[src/rtl/axil_pkg.sv]
// axil_pkg: shared state encoding, response codes and timeout default for the AXI-Lite master
package axil_pkg;
  typedef enum logic [2:0] {IDLE, WR, WRESP, RADDR, RDATA} state_t;
  localparam logic [1:0] OKAY = 2'b00;
  localparam logic [1:0] SLVERR = 2'b10;
  localparam int TO_CYC_DEF = 256;
endpackage

[src/rtl/axil_master_rw.sv]
// axil_master_rw: single-beat AXI-Lite read/write master; AXIL_MASTER_TIMEOUT_EN adds a per-state timeout
module axil_master_rw
  import axil_pkg::*;
#(
  parameter int ADDR_W = 32,
  parameter int DATA_W = 32,
  parameter int TO_CYC = TO_CYC_DEF,
  localparam int STRB_W = DATA_W / 8
) (
  input  logic              CLK,
  input  logic              R,
  input  logic              start,
  input  logic              rnw,
  input  logic [ADDR_W-1:0] addr,
  input  logic [DATA_W-1:0] data,
  input  logic [STRB_W-1:0] strb,
  output logic              busy,
  output logic              done,
  output logic [DATA_W-1:0] rdata,
  output logic [1:0]        resp,
  output logic              awvalid,
  input  logic              awready,
  output logic [ADDR_W-1:0] awaddr,
  output logic              wvalid,
  input  logic              wready,
  output logic [DATA_W-1:0] wdata,
  output logic [STRB_W-1:0] wstrb,
  input  logic              bvalid,
  output logic              bready,
  input  logic [1:0]        bresp,
  output logic              arvalid,
  input  logic              arready,
  output logic [ADDR_W-1:0] araddr,
  input  logic              rvalid,
  output logic              rready,
  input  logic [DATA_W-1:0] rdata_i,
  input  logic [1:0]        rresp
);
  if (TO_CYC < 1) begin : g_bad_to
    $error("TO_CYC must be at least 1");
  end
  state_t r_state, w_state;
  logic r_go, w_go, r_rnw, w_rnw, r_busy, w_busy, r_done, w_done;
  logic r_awvalid, w_awvalid, r_wvalid, w_wvalid, r_bready, w_bready;
  logic r_arvalid, w_arvalid, r_rready, w_rready, r_aw_sent, w_aw_sent, r_w_sent, w_w_sent;
  logic [ADDR_W-1:0] r_addr, w_addr;
  logic [DATA_W-1:0] r_data, w_data, r_rdata, w_rdata;
  logic [STRB_W-1:0] r_strb, w_strb;
  logic [1:0] r_resp, w_resp;
`ifdef AXIL_MASTER_TIMEOUT_EN
  localparam int CW = $clog2(TO_CYC + 1);
  logic [CW-1:0] r_cnt, w_cnt;
`endif
  // Next-state and next-output logic; IDLE spends one cycle with r_go set before launching
  always_comb begin
    w_state = r_state;
    w_go = r_go;
    w_rnw = r_rnw;
    w_busy = r_busy;
    w_done = 1'b0;
    w_awvalid = r_awvalid;
    w_wvalid = r_wvalid;
    w_bready = r_bready;
    w_arvalid = r_arvalid;
    w_rready = r_rready;
    w_aw_sent = r_aw_sent;
    w_w_sent = r_w_sent;
    w_addr = r_addr;
    w_data = r_data;
    w_strb = r_strb;
    w_rdata = r_rdata;
    w_resp = r_resp;
    case (r_state)
      IDLE: begin
        if (r_go) begin
          w_go = 1'b0;
          w_state = r_rnw ? RADDR : WR;
          w_awvalid = ~r_rnw;
          w_wvalid = ~r_rnw;
          w_arvalid = r_rnw;
        end else if (start) begin
          w_go = 1'b1;
          w_busy = 1'b1;
          w_rnw = rnw;
          w_addr = addr;
          w_data = data;
          w_strb = strb;
        end
      end
      WR: begin
        w_aw_sent = r_aw_sent | (r_awvalid & awready);
        w_w_sent = r_w_sent | (r_wvalid & wready);
        w_awvalid = r_awvalid & ~awready;
        w_wvalid = r_wvalid & ~wready;
        if (w_aw_sent && w_w_sent) begin
          w_state = WRESP;
          w_bready = 1'b1;
          w_aw_sent = 1'b0;
          w_w_sent = 1'b0;
        end
      end
      WRESP: begin
        if (bvalid) begin
          w_state = IDLE;
          w_bready = 1'b0;
          w_resp = bresp;
          w_done = 1'b1;
          w_busy = 1'b0;
        end
      end
      RADDR: begin
        if (arready) begin
          w_state = RDATA;
          w_arvalid = 1'b0;
          w_rready = 1'b1;
        end
      end
      RDATA: begin
        if (rvalid) begin
          w_state = IDLE;
          w_rready = 1'b0;
          w_rdata = rdata_i;
          w_resp = rresp;
          w_done = 1'b1;
          w_busy = 1'b0;
        end
      end
      default: w_state = IDLE;
    endcase
`ifdef AXIL_MASTER_TIMEOUT_EN
    w_cnt = (w_state != r_state) ? '0 : (r_state != IDLE) ? r_cnt + 1'b1 : r_cnt;
    if (r_state != IDLE && w_state == r_state && r_cnt == CW'(TO_CYC - 1)) begin
      w_state = IDLE;
      w_awvalid = 1'b0;
      w_wvalid = 1'b0;
      w_bready = 1'b0;
      w_arvalid = 1'b0;
      w_rready = 1'b0;
      w_aw_sent = 1'b0;
      w_w_sent = 1'b0;
      w_resp = SLVERR;
      w_done = 1'b1;
      w_busy = 1'b0;
      w_cnt = '0;
    end
`endif
  end
  // State and output registers, all cleared by synchronous reset
  always_ff @(posedge CLK) begin
    if (R) begin
      r_state <= IDLE;
      r_go <= 1'b0;
      r_rnw <= 1'b0;
      r_busy <= 1'b0;
      r_done <= 1'b0;
      r_awvalid <= 1'b0;
      r_wvalid <= 1'b0;
      r_bready <= 1'b0;
      r_arvalid <= 1'b0;
      r_rready <= 1'b0;
      r_aw_sent <= 1'b0;
      r_w_sent <= 1'b0;
      r_addr <= '0;
      r_data <= '0;
      r_strb <= '0;
      r_rdata <= '0;
      r_resp <= OKAY;
`ifdef AXIL_MASTER_TIMEOUT_EN
      r_cnt <= '0;
`endif
    end else begin
      r_state <= w_state;
      r_go <= w_go;
      r_rnw <= w_rnw;
      r_busy <= w_busy;
      r_done <= w_done;
      r_awvalid <= w_awvalid;
      r_wvalid <= w_wvalid;
      r_bready <= w_bready;
      r_arvalid <= w_arvalid;
      r_rready <= w_rready;
      r_aw_sent <= w_aw_sent;
      r_w_sent <= w_w_sent;
      r_addr <= w_addr;
      r_data <= w_data;
      r_strb <= w_strb;
      r_rdata <= w_rdata;
      r_resp <= w_resp;
`ifdef AXIL_MASTER_TIMEOUT_EN
      r_cnt <= w_cnt;
`endif
    end
  end
  assign busy = r_busy;
  assign done = r_done;
  assign rdata = r_rdata;
  assign resp = r_resp;
  assign awvalid = r_awvalid;
  assign awaddr = r_addr;
  assign wvalid = r_wvalid;
  assign wdata = r_data;
  assign wstrb = r_strb;
  assign bready = r_bready;
  assign arvalid = r_arvalid;
  assign araddr = r_addr;
  assign rready = r_rready;
endmodule

[config.mk]
export PLATFORM = sky130hd
export DESIGN_NAME = axil_master_rw
export DESIGN_NICKNAME = d
export VERILOG_FILES = /design/src/rtl/axil_pkg.sv /design/src/rtl/axil_master_rw.sv
export SDC_FILE = /design/constraint.sdc
export NUM_CORES = 1
export LEC_CHECK = 0
export ABC_AREA = 1
export CAP_MARGIN = 20
export CORE_MARGIN = 10
export CORE_UTILIZATION = 36
export CTS_BUF_LIST = sky130_fd_sc_hd__clkbuf_4 sky130_fd_sc_hd__clkbuf_8
export DETAILED_ROUTE_END_ITERATION = 10
export PLACE_DENSITY = 0.79
export SETUP_SLACK_MARGIN = 0.1
export SLEW_MARGIN = 20
export SYNTH_ARGS = -nofsm -noshare
export SYNTH_HDL_FRONTEND = slang
export SYNTH_SLANG_ARGS = --single-unit
[constraint.sdc]
create_clock -name CLK -period 1.3 [get_ports CLK]
set_input_delay 0.39 -clock CLK [delete_from_list [all_inputs] [get_ports CLK]]
set_output_delay 0.39 -clock CLK [all_outputs]
set_load 0.01 [all_outputs]
==> results.rst <==
.. list-table::
   :header-rows: 1

   * - Metric
     - Value
   * - Sequential-to-total area share from yosys stat
     - 51.9%
   * - Slowest cell on the critical path
     - sky130_fd_sc_hd__dfxtp_4
   * - Delay of the slowest cell on the worst path
     - 0.36 ns
   * - Final Max Tran Viols
     - 0
   * - Number of rows created at floorplan
     - 40
   * - Number of buffer and inverter instances along the worst setup path
     - 3
   * - Path depth of the worst reg2reg path
     - 7
   * - Final worst-path cycle share
     - 102%
   * - Summed area of non-filler cells in the final layout
     - 0.00819 sq mm
   * - Synthesized net count
     - between 600 and 700
   * - Avg Synthesized Cell Area
     - ~7.6 sq um
   * - Clock latency on the worst-skew pair
     - 0.42 ns
   * - Reg-to-reg startpoint
     - r_state[1]
   * - Status
     - finished, violations left
   * - Transition time of the tightest slew-check pin
     - approximately 0.20 ns
   * - Max Root-Sink Buffers
     - 2
   * - Delay-heaviest family, CP
     - buffers and inverters
   * - Gp weighted congestion
     - 0.822
   * - Routed met3 length
     - 1970 um
   * - Unrepaired setup endpoints after global routing
     - true
   * - Power density over the cells
     - 1910 mW/mm^2
   * - Area share of the leading cell type in the synthesized netlist
     - approximately 52%
   * - Timing startpoint of the critical path
     - r_state[1]
   * - Crit path to
     - rdata[19]
   * - Full die area
     - 0.0173 sq mm
   * - Reported net switching power
     - 0.00529 W
   * - Max layer used
     - met4
   * - Most common cell in the synthesized netlist
     - sky130_fd_sc_hd__nor2_1
   * - Pre-CTS setup slack
     - -0.388 ns
   * - Relative slew margins
     - 86.5%
   * - Worst min path class
     - reg2reg
   * - Cell-by-cell listing of the critical path
     - nor2_4 > buf_4 > nand3_4 > inv_4 > buf_12 > nand2_1 > a21oi_1
   * - Worst flop-to-flop path endpoint
     - rdata[19]
   * - Clock tree root driver cell
     - sky130_fd_sc_hd__clkbuf_8
   * - Core area
     - around 0.012 sq mm
   * - Overall die height
     - 132 um
   * - Post-synthesis async set-or-reset flop share
     - 0%
   * - Sum of net half-perimeters after detailed placement
     - 12300 um
   * - Starting DRT DRC Count
     - 202
   * - ANT cells
     - 0
   * - Largest cells by area after synthesis
     - sky130_fd_sc_hd__dfxtp_1 (52%), sky130_fd_sc_hd__nor2_1 (12%), sky130_fd_sc_hd__nand2_1 (8.0%)
   * - Min Hold Slack
     - approximately 0.46 ns
   * - Cell taking the most area after synthesis
     - sky130_fd_sc_hd__dfxtp_1
   * - Setup skew after layout
     - 0.00954 ns
   * - Share of power burned in combinational logic
     - 44.2%
   * - Die W
     - 132 um
   * - Clock Pin Slew Worst Setup and Hold Paths
     - 0.07 ns
   * - Top-level port count
     - 254
   * - Internal power consumption
     - slightly above 0.01 W
   * - Global route overflow
     - 0
   * - Detailed-route via count
     - 4722
   * - Initial antenna violation count
     - 0
   * - Max-cap violations
     - 0
   * - Number of placed instances with taps included
     - 976
   * - Initial core utilization
     - 37.0%
   * - Wire length on met2
     - 7760 um
   * - Detailed-route wire length per cell
     - 16.0 um
   * - Setup WS post-layout
     - -0.0291 ns
   * - Tot GR Track Use
     - 18.1%
   * - # DRC
     - 0
   * - First-pass DRT Iterations
     - 4
   * - Path length in cells of the critical path
     - 7
   * - Distinct cell type count after synthesis
     - 25
   * - Final-stage net count
     - 955
   * - Reported leakage power
     - between 3 and 4 nW
   * - Post-synth top flop
     - sky130_fd_sc_hd__dfxtp_1
   * - Fraction of final layout cells sized beyond drive strength 1
     - between 40 and 50%
   * - Post-Synthesis Cell Area
     - around 0.0045 sq mm
   * - Portion of total power attributed to sequential cells
     - 33.6%
   * - Startpoint kind of the worst setup timing path
     - flop
   * - Routed metal-1 wire length
     - 6360 um
   * - Syn Inst Count
     - 586
   * - Non-filler instance count after layout
     - 1022
   * - Count of final hold-check violations
     - 0
   * - Final critical delay including setup and external delays
     - 1.33 ns
   * - Crit Path Class
     - reg2reg
   * - Endpoint kind of the worst setup timing path
     - flop
   * - Data required time of the worst path
     - ~1.7 ns
   * - EDFF count, synth
     - 0
   * - Arrival time worst endpoint
     - 1.68 ns
   * - Total Neg Setup Slack
     - -0.0891 ns
   * - Highest clock rate
     - 752 MHz
   * - Area growth from synthesis to final layout
     - 82.9%
   * - Total number of yosys warnings
     - 0
   * - Maximum net fanout on the critical path
     - 21
   * - Number of sinks driven by the clock tree
     - 116
   * - Clock tree from TritonCTS
     - yes
   * - Clock share of power
     - 22.2%
   * - Number of buffers created by CTS
     - 17
   * - Maximum level of the CTS H-tree
     - 4
   * - Final wirelength
     - approximately 16000 um
   * - Register bit total from synthesis
     - 116
   * - Global-route wire length before repair
     - between 20000 and 30000 um
   * - Commonest cells in the netlist
     - sky130_fd_sc_hd__nor2_1 (143), sky130_fd_sc_hd__dfxtp_1 (116), sky130_fd_sc_hd__nand2_1 (96)
   * - Via count of the first global-routing pass
     - about 4600
   * - Worst Min Path Start
     - r_aw_sent
   * - Worst IR Drop VDD
     - 1010 uV
   * - Largest net degree at the start of global routing
     - 36
   * - Failing checks
     - negative setup slack
   * - Via-per-instance ratio
     - 4.62
   * - Internal reg-to-reg setup slack
     - -0.03 ns
   * - Count of buffers from port buffering
     - 253
   * - Net switching fraction of the power
     - roughly 34%
   * - Total setup violations reported at the end of the flow
     - 7
   * - Residual antenna-violating net count after detailed routing
     - 0
   * - Cell Area, Placed
     - between 0.007 and 0.008 sq mm
metrics by stage:
step | power [W] | utilization [%]
finish | 0.0156 | 67.6
global route | 0.0166 | 67.6
global placement | 0.0112 | 59.7
CTS | 0.0152 | 65.2
detailed placement | 0.0113 | 59.7
floorplan | 0.00813 | -
metal layers:
| metal | up-vias | global-route usage (%) |
|---|---|---|
| met1 | 2144 | 19.0 |
| met3 | 19 | 10.6 |
| met2 | 212 | 30.0 |
| li1 | 2347 | - |
| met4 | 0 | 5.25 |
| met5 | - | 0 |
worst min-delay path, cell delays in order, from the launching register on:
cell and delay [ns]:
sky130_fd_sc_hd__dfxtp_1 0.31, sky130_fd_sc_hd__nand2_1 0.06, sky130_fd_sc_hd__a21oi_1 0.05
state kept, by name (all words and copies together), names as in the netlist:
signal / cells
araddr: 32
rdata: 32
wdata: 32
wstrb: 4
r_state: 3
resp: 2
arvalid: 1
awvalid: 1
bready: 1
busy: 1
done: 1
r_aw_sent: 1
r_go: 1
r_rnw: 1
r_w_sent: 1
rready: 1
wvalid: 1
power by group through the flow:
stage               Clock [W]  Combinational, W  Sequential (W)
finish                0.00346           0.00690         0.00524
global route          0.00372           0.00756         0.00535
CTS                   0.00355           0.00650         0.00515
detailed placement          0           0.00635         0.00493
global placement            0           0.00628         0.00490
floorplan                   0           0.00290         0.00524
area by class of cell:
| type | instances | area [sq um] |
|---|---|---|
| clock buffer | 21 | 283 |
| clock inverter | 10 | 129 |
| fill | 949 | 3920 |
| inverter | 21 | 88.8 |
| multi-input combinational | 383 | 1760 |
| sequential | 116 | 2480 |
| tap | 168 | 210 |
| timing repair buffer | 303 | 3230 |
worst min path at each step:
| stage | cells past startpoint | slack [ns] | end |
|---|---|---|---|
| finish | 2 | 0.46 | r_aw_sent |
| global route | 3 | 0.47 | rdata[26] |
| CTS | 2 | 0.47 | r_aw_sent |
| detailed placement | 2 | 0.45 | rdata[24] |
| global placement | 2 | 0.45 | rdata[21] |
| floorplan | 2 | 0.44 | r_go |
cells in the final DEF (no fill, tap or decap), drive strengths merged:
cell type and count:
buf 191, clkdlybuf4s50 112, a31oi 1, nand4 1, o21ai 74, inv 21
nand2 97, nor2 154, a21oi 42, nand3 11, o21a 1, a21boi 1
dfxtp 116, nand3b 1, clkinv 7, clkbuf 21, bufinv 3
timing repair:
action / in CTS / in global routing
gates resized for setup: 828 / 69
hold buffers: 0 / 0
endpoints found under the setup margin: 249 / 255
pin swaps: 0 / 5
buffers inserted: 7 / 8
kinds of logic after synthesis:
family	after synthesis	synth area share [%]
flops	116	51.9
buf+inv	87	10.8
compound gates	119	13.4
simple gates	264	23.9
(Power assumes the default switching activity.)
